<file path="src/rtl/tile_seq_pkg.sv">
// Shared state encoding for the tile sequencer FSM.
package tile_seq_pkg;

  typedef enum logic [2:0] {
    IDLE     = 3'd0,
    WAIT_BUF = 3'd1,
    SWAP     = 3'd2,
    RUN      = 3'd3,
    FINISH   = 3'd4,
    ABORT    = 3'd5
  } seq_state_t;

endpackage

</file>
<file path="src/rtl/seq_watchdog.sv">
// RUN-phase watchdog: counts enabled cycles since clear and flags the limit cycle.
module seq_watchdog #(
  parameter int unsigned TIMEOUT_W = 20
) (
  input  logic                 clk,
  input  logic                 rst,
  input  logic                 clear,
  input  logic                 enable,
  input  logic [TIMEOUT_W-1:0] limit,
  output logic                 expired
);

  logic [TIMEOUT_W-1:0] cnt;
  logic [TIMEOUT_W:0]   cnt_inc;

  always_ff @(posedge clk or posedge rst) begin
    if (rst)
      cnt <= '0;
    else if (clear)
      cnt <= '0;
    else if (enable && (cnt != '1))
      cnt <= cnt + 1'b1;
  end

  // cnt holds completed RUN cycles, so the current cycle is number cnt+1
  assign cnt_inc = {1'b0, cnt} + {{TIMEOUT_W{1'b0}}, 1'b1};
  assign expired = enable && (limit != '0) && (cnt_inc == {1'b0, limit});

endmodule

</file>
<file path="src/rtl/tile_sequencer.sv">
// Ping-pong tile sequencer for the convolution core.
// Optional RUN watchdog enabled by defining TILE_SEQ_TIMEOUT_EN.
module tile_sequencer
  import tile_seq_pkg::*;
#(
  parameter int unsigned TILE_W    = 16,
  parameter int unsigned TIMEOUT_W = 20
) (
  input  logic                 i_clk,
  input  logic                 i_rst,
  input  logic                 i_soft_reset,
  input  logic                 i_go,
  input  logic [TILE_W-1:0]    i_num_tiles,
  input  logic [TIMEOUT_W-1:0] i_timeout_lim,
  input  logic                 i_buf_ready,
  input  logic                 i_core_done,
  output logic                 o_buf_swap,
  output logic                 o_core_start,
  output logic                 o_core_soft_reset,
  output logic [TILE_W-1:0]    o_tile_idx,
  output logic                 o_busy,
  output logic                 o_done,
  output logic                 o_timeout,
  output logic [2:0]           o_status
);

  seq_state_t        state, state_nx;
  logic [TILE_W-1:0] tile_idx;
  logic [TILE_W-1:0] num_tiles_q;
  logic              soft_q;
  logic              last_tile;
  logic              go_ok;
  logic              expired;

  assign last_tile = (tile_idx == num_tiles_q - 1'b1);
  assign go_ok     = (state == IDLE) && i_go;

  always_comb begin
    state_nx = state;
    case (state)
      IDLE:     if (i_go) state_nx = (i_num_tiles == '0) ? FINISH : WAIT_BUF;
      WAIT_BUF: if (i_buf_ready) state_nx = SWAP;
      SWAP:     state_nx = RUN;
      RUN: begin
        if (i_core_done)
          state_nx = last_tile ? FINISH : WAIT_BUF;
        else if (expired)
          state_nx = ABORT;
      end
      FINISH:   state_nx = IDLE;
      ABORT:    state_nx = IDLE;
      default:  state_nx = IDLE;
    endcase
    if (i_soft_reset)
      state_nx = IDLE;
  end

  always_ff @(posedge i_clk or posedge i_rst) begin
    if (i_rst) begin
      state       <= IDLE;
      tile_idx    <= '0;
      num_tiles_q <= '0;
      soft_q      <= 1'b0;
    end else begin
      state  <= state_nx;
      soft_q <= i_soft_reset;
      if (i_soft_reset) begin
        tile_idx <= '0;
      end else if (go_ok) begin
        num_tiles_q <= i_num_tiles;
        tile_idx    <= '0;
      end else if ((state == RUN) && i_core_done && !last_tile) begin
        tile_idx <= tile_idx + 1'b1;
      end
    end
  end

`ifdef TILE_SEQ_TIMEOUT_EN
  logic timeout_q;

  seq_watchdog #(
    .TIMEOUT_W(TIMEOUT_W)
  ) u_watchdog (
    .clk    (i_clk),
    .rst    (i_rst),
    .clear  (state == SWAP),
    .enable (state == RUN),
    .limit  (i_timeout_lim),
    .expired(expired)
  );

  always_ff @(posedge i_clk or posedge i_rst) begin
    if (i_rst)
      timeout_q <= 1'b0;
    else if (i_soft_reset || go_ok)
      timeout_q <= 1'b0;
    else if (state_nx == ABORT)
      timeout_q <= 1'b1;
  end

  assign o_timeout = timeout_q;
`else
  logic unused_timeout_lim;

  assign unused_timeout_lim = ^i_timeout_lim;
  assign expired            = 1'b0;
  assign o_timeout          = 1'b0;
`endif

  assign o_buf_swap        = (state == SWAP);
  assign o_core_start      = (state == SWAP);
  assign o_core_soft_reset = soft_q || (state == ABORT);
  assign o_tile_idx        = tile_idx;
  assign o_busy            = (state != IDLE);
  assign o_done            = (state == FINISH);
  assign o_status          = state;

endmodule
</file>
<file path="config.mk">
export PLATFORM = sky130hd
export DESIGN_NAME = tile_sequencer
export DESIGN_NICKNAME = d
export VERILOG_FILES = /design/src/rtl/tile_seq_pkg.sv /design/src/rtl/seq_watchdog.sv /design/src/rtl/tile_sequencer.sv
export SDC_FILE = /design/constraint.sdc
export NUM_CORES = 1
export LEC_CHECK = 0
export BUFFER_PORTS_ARGS = -buffer_cell sky130_fd_sc_hd__buf_2
export CAP_MARGIN = 20
export CELL_PAD_IN_SITES_DETAIL_PLACEMENT = 1
export CELL_PAD_IN_SITES_GLOBAL_PLACEMENT = 1
export CORE_MARGIN = 2
export CORE_UTILIZATION = 30
export CTS_CLUSTER_DIAMETER = 60
export DETAILED_ROUTE_END_ITERATION = 7
export PLACE_DENSITY_LB_ADDON = 0.2
export RECOVER_POWER = 100
export SETUP_SLACK_MARGIN = 0.5
export SLEW_MARGIN = 20
export SYNTH_ARGS = -nofsm -noshare
export SYNTH_HDL_FRONTEND = slang
export SYNTH_HIERARCHICAL = 1
export SYNTH_SLANG_ARGS = --single-unit
</file>
<file path="constraint.sdc">
create_clock -name i_clk -period 3.7 [get_ports i_clk]
set_input_delay 0.925 -clock i_clk [delete_from_list [all_inputs] [get_ports i_clk]]
set_output_delay 0.925 -clock i_clk [all_outputs]
set_load 0.03 [all_outputs]
</file>
Yosys cells after proc, flatten, opt, wreduce, memory -nomap -nowiden
Cells that the tools add are included.

Bits in registers: 36. Bits of input ports: 42. Output and inout port bits: 25. Word-level logic and storage cells: 37.

Add/sub/neg operators: 2. Eq/ne operators: 9. Multiplexer cells: 10. Bitwise logic cells: 1. Reduce and logical (&&, ||, !) cells: 11.

Operators with widths (count): 16-bit 2-to-1 mux (3); 3-bit 2-to-1 mux (6); 16-bit by 1-bit adder with 16-bit output (second input constant) (1); 16-bit == test (1); 16-bit logical NOT (1); 16-bit by 1-bit subtractor with 16-bit output (second input constant) (1); 3-bit case mux with 4 select lines (1); 3-bit inequality test (second input constant) (3); 3-bit by 2-bit == test with 1-bit output (second input constant) (2); 3-bit == test (second input constant) (2); 3-bit nonzero test (2); 3-bit by 1-bit == test with 1-bit output (second input constant) (1); 1-bit logical AND (3); 3-bit logical NOT (1); 3-bit AND reduction (1); 2-bit AND reduction (1); 1-bit logical NOT (1); 1-bit logical OR (1); 1-bit NOT (1).

Logic depth before layout (Yosys ltp)
Gate-level depths: netlist of run 1.

Word-level depth: 7. Mapped depth: 12. Depth with buffers taken out: 10.

Worst setup path after synthesis of run 1
Ideal clock, no wire load.

Path type: reg-to-reg. From: register num_tiles_q[0]. To: register tile_idx[7] (netlist: o_tile_idx[7]). Library setup time: 0.126 ns. Data arrival time: 2.427 ns. Required time: 3.574 ns. Slack: 1.147 ns. Stages on the path, launching flop included: 13. Buffers on the path: 2. Clock period less this slack: 2.553 ns. Cell sequence: dfrtp_1 -> inv_1 -> ha_1 -> buf_2 -> or3b_1 -> nor3_1 -> a31oi_1 -> a221oi_2 -> nand4_4 -> nand2_4 -> buf_6 -> nor3_2 -> mux2i_1.

Longest elaborated chain between the ends: 5.

RTL lines: from (decl) (RTL line tile_sequencer.sv:29) `logic [TILE_W-1:0] num_tiles_q;`; from (signal assigned) (RTL line tile_sequencer.sv:70) `num_tiles_q <= i_num_tiles;`; 16-bit by 1-bit subtractor with 16-bit output (RTL line tile_sequencer.sv:35) `assign last_tile = (tile_idx == num_tiles_q - 1'b1);`; 16-bit == test (RTL line tile_sequencer.sv:35); 1-bit logical NOT (RTL line tile_sequencer.sv:72) `end else if ((state == RUN) && i_core_done && !last_tile) begin`; 1-bit logical AND (RTL line tile_sequencer.sv:72); 3-bit nonzero test (no source line); to (signal assigned) (RTL line tile_sequencer.sv:73) `tile_idx <= tile_idx + 1'b1;`; to (decl) (RTL line tile_sequencer.sv:28) `logic [TILE_W-1:0] tile_idx;`.

No other way between the ends. A chain may end at the register's enable or synchronous reset.

Worst setup path in the final report of run 1
From: register num_tiles_q[0]. To: register tile_idx[1] (netlist: o_tile_idx[1]).

The elaborated chain is that of the path after synthesis.

==> results of run 1 <==
-- flip-flops by register name (all words and copies together) (netlist names) --
signal       flops
num_tiles_q     16
o_status         3
o_tile_idx      16
soft_q           1
-- layout by cell type, fill, tap and decap left out, types with 2 or more instances in the layout --
cell type,n
sky130_fd_sc_hd__dfrtp_1,36
sky130_fd_sc_hd__nand2b_1,4
sky130_fd_sc_hd__xor2_1,11
sky130_fd_sc_hd__ha_1,2
sky130_fd_sc_hd__nor4_2,3
sky130_fd_sc_hd__buf_2,20
sky130_fd_sc_hd__or3_1,3
sky130_fd_sc_hd__inv_1,9
sky130_fd_sc_hd__o211ai_1,10
sky130_fd_sc_hd__o31ai_1,7
sky130_fd_sc_hd__nor2_1,19
sky130_fd_sc_hd__and3_1,4
sky130_fd_sc_hd__o21ai_0,6
sky130_fd_sc_hd__xnor2_1,10
sky130_fd_sc_hd__or4_1,13
sky130_fd_sc_hd__a31oi_1,2
sky130_fd_sc_hd__clkbuf_8,6
sky130_fd_sc_hd__nor4_1,6
sky130_fd_sc_hd__nand2_1,29
sky130_fd_sc_hd__nand4_1,8
sky130_fd_sc_hd__nor3_1,7
sky130_fd_sc_hd__clkbuf_1,29
sky130_fd_sc_hd__o21bai_1,2
sky130_fd_sc_hd__mux2i_1,4
sky130_fd_sc_hd__nand3_1,6
sky130_fd_sc_hd__a21oi_1,12
sky130_fd_sc_hd__mux2_2,14
sky130_fd_sc_hd__nand3b_1,2
-- cell families after synthesis --
logic type,count (synthesis)
AO/OA/AOI/OAI,48
XOR/XNOR,21
adder cells (fa/ha/maj),2
buffers and inverters,27
flip-flops,36
multiplexers,18
other,1
AND/OR/NAND/NOR,116
-- per-layer routing --
metal	vias up	global-route usage (%)	part of all wire, %
met5	-	0	0
met4	0	5.676	2.2
met3	11	2.554	3.3
met2	39	26.49	47
met1	1090	21.92	48
li1	1065	-	-
-- per-stage QoR --
| step | instance area [um^2] | hold WS [ns] | util [%] |
|---|---|---|---|
| finish | 2781 | 0.5433 | 34.37 |
| global route | 2781 | 0.5569 | 34.37 |
| CTS | 2829 | 0.5420 | 34.96 |
| detailed placement | 2739 | 0.5259 | 33.84 |
| global placement | 2739 | 0.5193 | 33.84 |
| floorplan | 2456 | 0.5011 | - |
-- power by group through the flow --
stage	combinational, mW	clock, mW	sequential (mW)
2_1_floorplan	0.294	0	0.488
3_3_place_gp	0.317	0	0.547
3_5_place_dp	0.323	0	0.546
4_1_cts	0.325	0.304	0.539
5_1_grt	0.351	0.318	0.551
6_report	0.315	0.294	0.540
-- layout make-up --
cell class                 count  area [um^2]  area share (%)
multi-input combinational    206         1424           51.19
sequential                    36        900.9           32.39
timing repair buffer          47        201.4           7.242
tap                          105        131.4           4.723
clock buffer                   8        90.09           3.239
inverter                       9        33.78           1.215
-- worst paths after layout --
path | from | endpoint | slack (ns) | cells past startpoint
worst max-delay path | num_tiles_q[0]$_DFFE_PP0P_ | o_tile_idx[1]$_DFFE_PP0P_ | 0.57 | 10
worst min-delay path | num_tiles_q[15]$_DFFE_PP0P_ | num_tiles_q[15]$_DFFE_PP0P_ | 0.54 | 1
worst max register to register | num_tiles_q[0]$_DFFE_PP0P_ | o_tile_idx[1]$_DFFE_PP0P_ | 0.57 | 10
worst min register to register | num_tiles_q[15]$_DFFE_PP0P_ | num_tiles_q[15]$_DFFE_PP0P_ | 0.54 | 1
max in group asynchronous | i_rst | num_tiles_q[12]$_DFFE_PP0P_ | 1.07 | 3
min in group asynchronous | i_rst | num_tiles_q[5]$_DFFE_PP0P_ | 1.41 | 3
==> metrics, run 1 <==
Setup Viol. Count Final=0; count of buffering cells on the critical path with inverters included=1; Final Worst Setup Slack=0.5697 ns; pin count of the biggest net entering global routing=37; Yosys warning total=6; antenna diode count=0; total routed wirelength=a little under 7 mm; first-pass GRT wire length=approximately 11 mm; CTS-repair resized insts=0; minimum clock period after layout=around 3.1 ns; setup repair after global routing missed its margin=no; relative area change from synthesis to final layout=13.25%; Cell Count, Final, Fillers Out=roughly 400; fill cell instance count of the final layout=997; largest fanout on the critical path=10; Switching Fraction=around 36%; final estimated routing congestion in global placement=around 0.82; timing-limited maximum frequency=roughly 320 MHz; number of antenna violations at the first check in global routing=0; drt first-iter violations=77; clock power share=~26%; Min-Delay Path Class=reg -> reg; via count of the first global-routing pass=roughly 2.2k; post-place setup slack=about 0.69 ns; count of input and output buffers=between 40 and 50; Netlist Area Pre-Place=between 2000 and 2500 um^2; top cells by area in the synthesized netlist=sky130_fd_sc_hd__dfrtp_1, sky130_fd_sc_hd__mux2_2, sky130_fd_sc_hd__nand2_1, sky130_fd_sc_hd__or4_1, sky130_fd_sc_hd__xor2_1; count of hold buffers inserted by post-cts repair=0; slew of the pin with the lowest slew margin=2.148 ns; clock latency at the later pin of the worst-skew pair=0.29 ns; part of the power in registers=between 40 and 50%; number of routed nets with antenna violations=0; clock buffers created by TritonCTS=5; total number of H-tree levels=2; TritonRoute pass-1 iters=4; critical path type=reg -> reg; Pins Over Slew Limit=37; Distinct cells, synth=51; Max Root-Sink Buffers=2; clock transition at the register clock pins on the worst setup and hold paths after CTS=~0.070 ns; share of the synthesized netlist area taken by xor and xnor gates=~7.5%; arrival time of data at the critical path endpoint=between 3 and 4 ns; vias per cell=~5.4; root buffer cell=sky130_fd_sc_hd__clkbuf_8; dominant cell type by area after synthesis=sky130_fd_sc_hd__dfrtp_1; element type at the critical path end=register; number of vias in the routed layout=about 2.2k; reported net switching power=0.4151 mW; highest ir drop seen on vdd=0.1842 mV; Final Power=1.149 mW; placed wire-length estimate after detailed placement=between 5 and 6 mm; Final Hold Fails=0; count of flip-flops with a built-in enable after synthesis=0; floorplan die height=~94 um; power density over the cells=between 400 and 500 nW/um^2; cell count after synthesis=269; starting density of the core=a little over 30%; Std-Cell Core Area=8093 um^2; detailed-route DRC error count=0; result of the run=finished with violations; post-CTS setup repair buffer count=0; number of sinks on the clock net=36; Commonest cells post-synth=sky130_fd_sc_hd__dfrtp_1, sky130_fd_sc_hd__nand2_1, sky130_fd_sc_hd__nor2_1, sky130_fd_sc_hd__mux2_2, sky130_fd_sc_hd__or4_1; most instantiated flip-flop cell in the synthesis netlist=sky130_fd_sc_hd__dfrtp_1; dominant combinational cell family by area after synthesis=simple AND/OR/NAND/NOR gates; slowest CP cell=sky130_fd_sc_hd__a221oi_1; leakage power=1.079 nW; max-slew headroom at the worst pin=-43.21%; overall global routing resource usage=16.25%; kind of start point of the critical path=register; placed cell count=403; share of synthesized cell area in and, or, nand and nor gates=27.20%; WP data required=between 3 and 4 ns; die width=roughly 94 um; Top Family by Delay on Critical Path=simple AND/OR/NAND/NOR gates; stage delay of the slowest cell on the critical path=around 0.47 ns; proportion of register bits with asynchronous set or reset after synthesis=100.0%; proportion of netlist area held by the largest area contributor=around 37%; gr ovfl total=0; violations in the final reports=capacitance limit, slew limit; total internal power=0.7334 mW; Worst Clk Skew=between 0.005 and 0.006 ns; fin nets=~350; Avg Inst Size Synth=9.131 um^2; combinational cell fraction of total power=a little over a quarter; complex-gate fraction of the synthesized area=between 10% and 20%; final critical-path share of the clock period=a little over four fifths; clock tree from TritonCTS=done; Synth Register Bits=36; site row count=33; arithmetic-cell share of the synthesized area counting full adders, half adders and majority gates=a little over 1%; sum of negative setup slack=0 ns; mux cell area share after synthesis=~8.0%; cells along the critical path=inv_1, ha_1, or3b_1, nor3_1, a31oi_1, a221oi_1, nand4_4, nand2_1, mux2i_1, nor2_1; most frequently used cell type in the post-synthesis netlist=sky130_fd_sc_hd__dfrtp_1; DR WL/cell=between 15 and 20 um; die area=around 9000 um^2; Boundary Pins=67; max_cap viols=1; layout cells sized above 1=about 16%; post-synthesis sequential area ratio=36.68%; Net Count, Synth=313
(Power assumes the default switching activity.)
==> run 2, diff against run 1 <==
Clock period 3.7 ns to 2.5 ns, I/O delays scaled along.
==> metrics, run 2 (synthesized netlist as in run 1, its figures left out) <==
DR WL/cell=16.90 um (was 16.91 um); final standard cell utilization of the core=40.35% (was 34.37%); Top Family by Delay on Critical Path=simple AND/OR/NAND/NOR gates (unchanged); setup repair after global routing missed its margin=yes (was no); count of input and output buffers=45 (unchanged); die area=8926 um^2 (unchanged); count of buffering cells on the critical path with inverters included=3 (was 1); number of vias in the routed layout=2,366 (was 2,205); leading cell type in the layout, fill and taps excluded=sky130_fd_sc_hd__buf_4 (was sky130_fd_sc_hd__dfrtp_1); relative area change from synthesis to final layout=32.96% (was 13.25%); max-slew headroom at the worst pin=50.81% (was -43.21%); pin count of the biggest net entering global routing=19 (was 37); via count of the first global-routing pass=2,547 (was 2,162); Final Worst Setup Slack=-0.1737 ns (was 0.5697 ns); first-pass GRT wire length=12.80 mm (was 11.34 mm); final critical-path share of the clock period=106.9% (was 84.60%); element type at the critical path end=register (unchanged); overall global routing resource usage=18.43% (was 16.25%); critical path type=reg -> reg (unchanged); total number of H-tree levels=2 (unchanged); starting density of the core=30.35% (unchanged); detailed-route DRC error count=0 (unchanged); number of antenna violations at the first check in global routing=0 (unchanged); combinational cell fraction of total power=40.0% (was 27.4%); max_cap viols=0 (was 1); Setup Viol. Count Final=18 (was 0); placed wire-length estimate after detailed placement=5.806 mm (was 5.114 mm); floorplan die height=94.48 um (unchanged); Final Power=1.949 mW (was 1.149 mW); clock tree from TritonCTS=done (unchanged); number of sinks on the clock net=36 (unchanged); Boundary Pins=67 (unchanged); fin nets=392 (was 349); number of routed nets with antenna violations=0 (unchanged); Worst Clk Skew=0.003817 ns (was 0.005563 ns); drt first-iter violations=60 (was 77); stage delay of the slowest cell on the critical path=0.42 ns (was 0.47 ns); Pins Over Slew Limit=0 (was 37); Min-Delay Path Class=in -> async (was reg -> reg); kind of start point of the critical path=register (unchanged); timing-limited maximum frequency=374.0 MHz (was 319.5 MHz); antenna diode count=0 (unchanged); arrival time of data at the critical path endpoint=2.90 ns (was 3.28 ns); clock power share=22.5% (was 25.6%); total routed wirelength=7.671 mm (was 6.949 mm); vias per cell=5.211 (was 5.365); gr ovfl total=0 (unchanged); site row count=33 (unchanged); slowest CP cell=sky130_fd_sc_hd__dfrtp_1 (was sky130_fd_sc_hd__a221oi_1); part of the power in registers=37.5% (was 47.0%); Max Root-Sink Buffers=2 (unchanged); cells along the critical path=inv_2, ha_4, or3b_4, nor3_4, mux2i_1, a221oi_2, nand4_4, buf_12, nand2_8, buf_6, or4_4, nand2_1 (was inv_1, ha_1, or3b_1, nor3_1, a31oi_1, a221oi_1, nand4_4, nand2_1, mux2i_1, nor2_1); power density over the cells=596.7 nW/um^2 (was 412.9 nW/um^2); result of the run=finished with violations (unchanged); Std-Cell Core Area=8093 um^2 (unchanged); Final Hold Fails=0 (unchanged); clock buffers created by TritonCTS=5 (unchanged); clock latency at the later pin of the worst-skew pair=0.28 ns (was 0.29 ns); worst-case hold slack=0.4350 ns (was 0.5433 ns); reported net switching power=0.6932 mW (was 0.4151 mW); WP data required=2.73 ns (was 3.85 ns); die width=94.48 um (unchanged); violations in the final reports=setup timing (was capacitance limit, slew limit); root buffer cell=sky130_fd_sc_hd__clkbuf_8 (unchanged); final estimated routing congestion in global placement=0.8016 (was 0.8166); top library cells by usage in the layout, fill and taps aside=sky130_fd_sc_hd__buf_4, sky130_fd_sc_hd__dfrtp_1, sky130_fd_sc_hd__nand2_1, sky130_fd_sc_hd__clkbuf_1, sky130_fd_sc_hd__buf_2 (was sky130_fd_sc_hd__dfrtp_1, sky130_fd_sc_hd__nand2_1, sky130_fd_sc_hd__clkbuf_1, sky130_fd_sc_hd__buf_2, sky130_fd_sc_hd__nor2_1); slew of the pin with the lowest slew margin=0.7379 ns (was 2.148 ns); largest fanout on the critical path=5 (was 10); clock transition at the register clock pins on the worst setup and hold paths after CTS=0.08 ns (was 0.07 ns); total internal power=1.255 mW (was 0.7334 mW); count of hold buffers inserted by post-cts repair=0 (unchanged); highest ir drop seen on vdd=0.2431 mV (was 0.1842 mV); minimum clock period after layout=2.674 ns (was 3.130 ns); leakage power=1.337 nW (was 1.079 nW); layout cells sized above 1=32.38% (was 16.34%); Switching Fraction=35.57% (was 36.14%); TritonRoute pass-1 iters=4 (unchanged)
==> run 2: metal layers <==
layer	wire length, um	up-vias	track usage (%)
li1	-	1142	-
met1	3422	1164	23.03
met2	3801	45	32.38
met3	267	15	3.192
met4	180	0	5.676
met5	0	-	0
==> run 2: metrics by stage <==
stage	cell area, um^2	setup TNS, ns	setup WS, ns	cells
6_report	3266	-1.702	-0.1737	454
3_5_place_dp	3003	-1.614	-0.1850	433
5_1_grt	3266	-4.145	-0.3006	454
2_1_floorplan	2502	0	0.06758	269
4_1_cts	3221	-1.455	-0.1259	450
3_3_place_gp	3003	-1.226	-0.1379	433
==> run 2: what timing repair did <==
| item | 4_1_cts | 5_1_grt |
|---|---|---|
| hold endpoints to repair | 0 | 0 |
| buffers inserted | 9 | 4 |
| setup endpoints to repair | 18 | 23 |
| pin swaps | 15 | 5 |
| gates resized for setup | 10 | 12 |
==> run 2: cell type report <==
class                      instances  area (um^2)
fill                            1006         4827
multi-input combinational        206         1544
sequential                        36        902.1
timing repair buffer              90        564.3
tap                              105        131.4
clock buffer                       8        90.09
inverter                           9        33.78
==> run 2: final timing paths <==
check	from	end	slack, ns	depth (start not counted)
setup reg to reg	num_tiles_q[1]$_DFFE_PP0P_	o_tile_idx[12]$_DFFE_PP0P_	-0.17	12
setup / recovery	num_tiles_q[1]$_DFFE_PP0P_	o_tile_idx[12]$_DFFE_PP0P_	-0.17	12
min in group i_clk	i_soft_reset	soft_q$_DFF_PP0_	0.54	1
max in group asynchronous	i_rst	num_tiles_q[0]$_DFFE_PP0P_	0.98	3
hold reg to reg	num_tiles_q[15]$_DFFE_PP0P_	num_tiles_q[15]$_DFFE_PP0P_	0.54	1
hold / removal	i_rst	num_tiles_q[5]$_DFFE_PP0P_	0.43	2
==> run 2: power by group through the flow <==
stage	registers (mW)	clock network, mW	logic, mW
2_1_floorplan	0.723	0	0.453
3_3_place_gp	0.737	0	0.686
3_5_place_dp	0.739	0	0.703
4_1_cts	0.728	0.459	0.755
5_1_grt	0.742	0.475	0.848
6_report	0.730	0.439	0.780
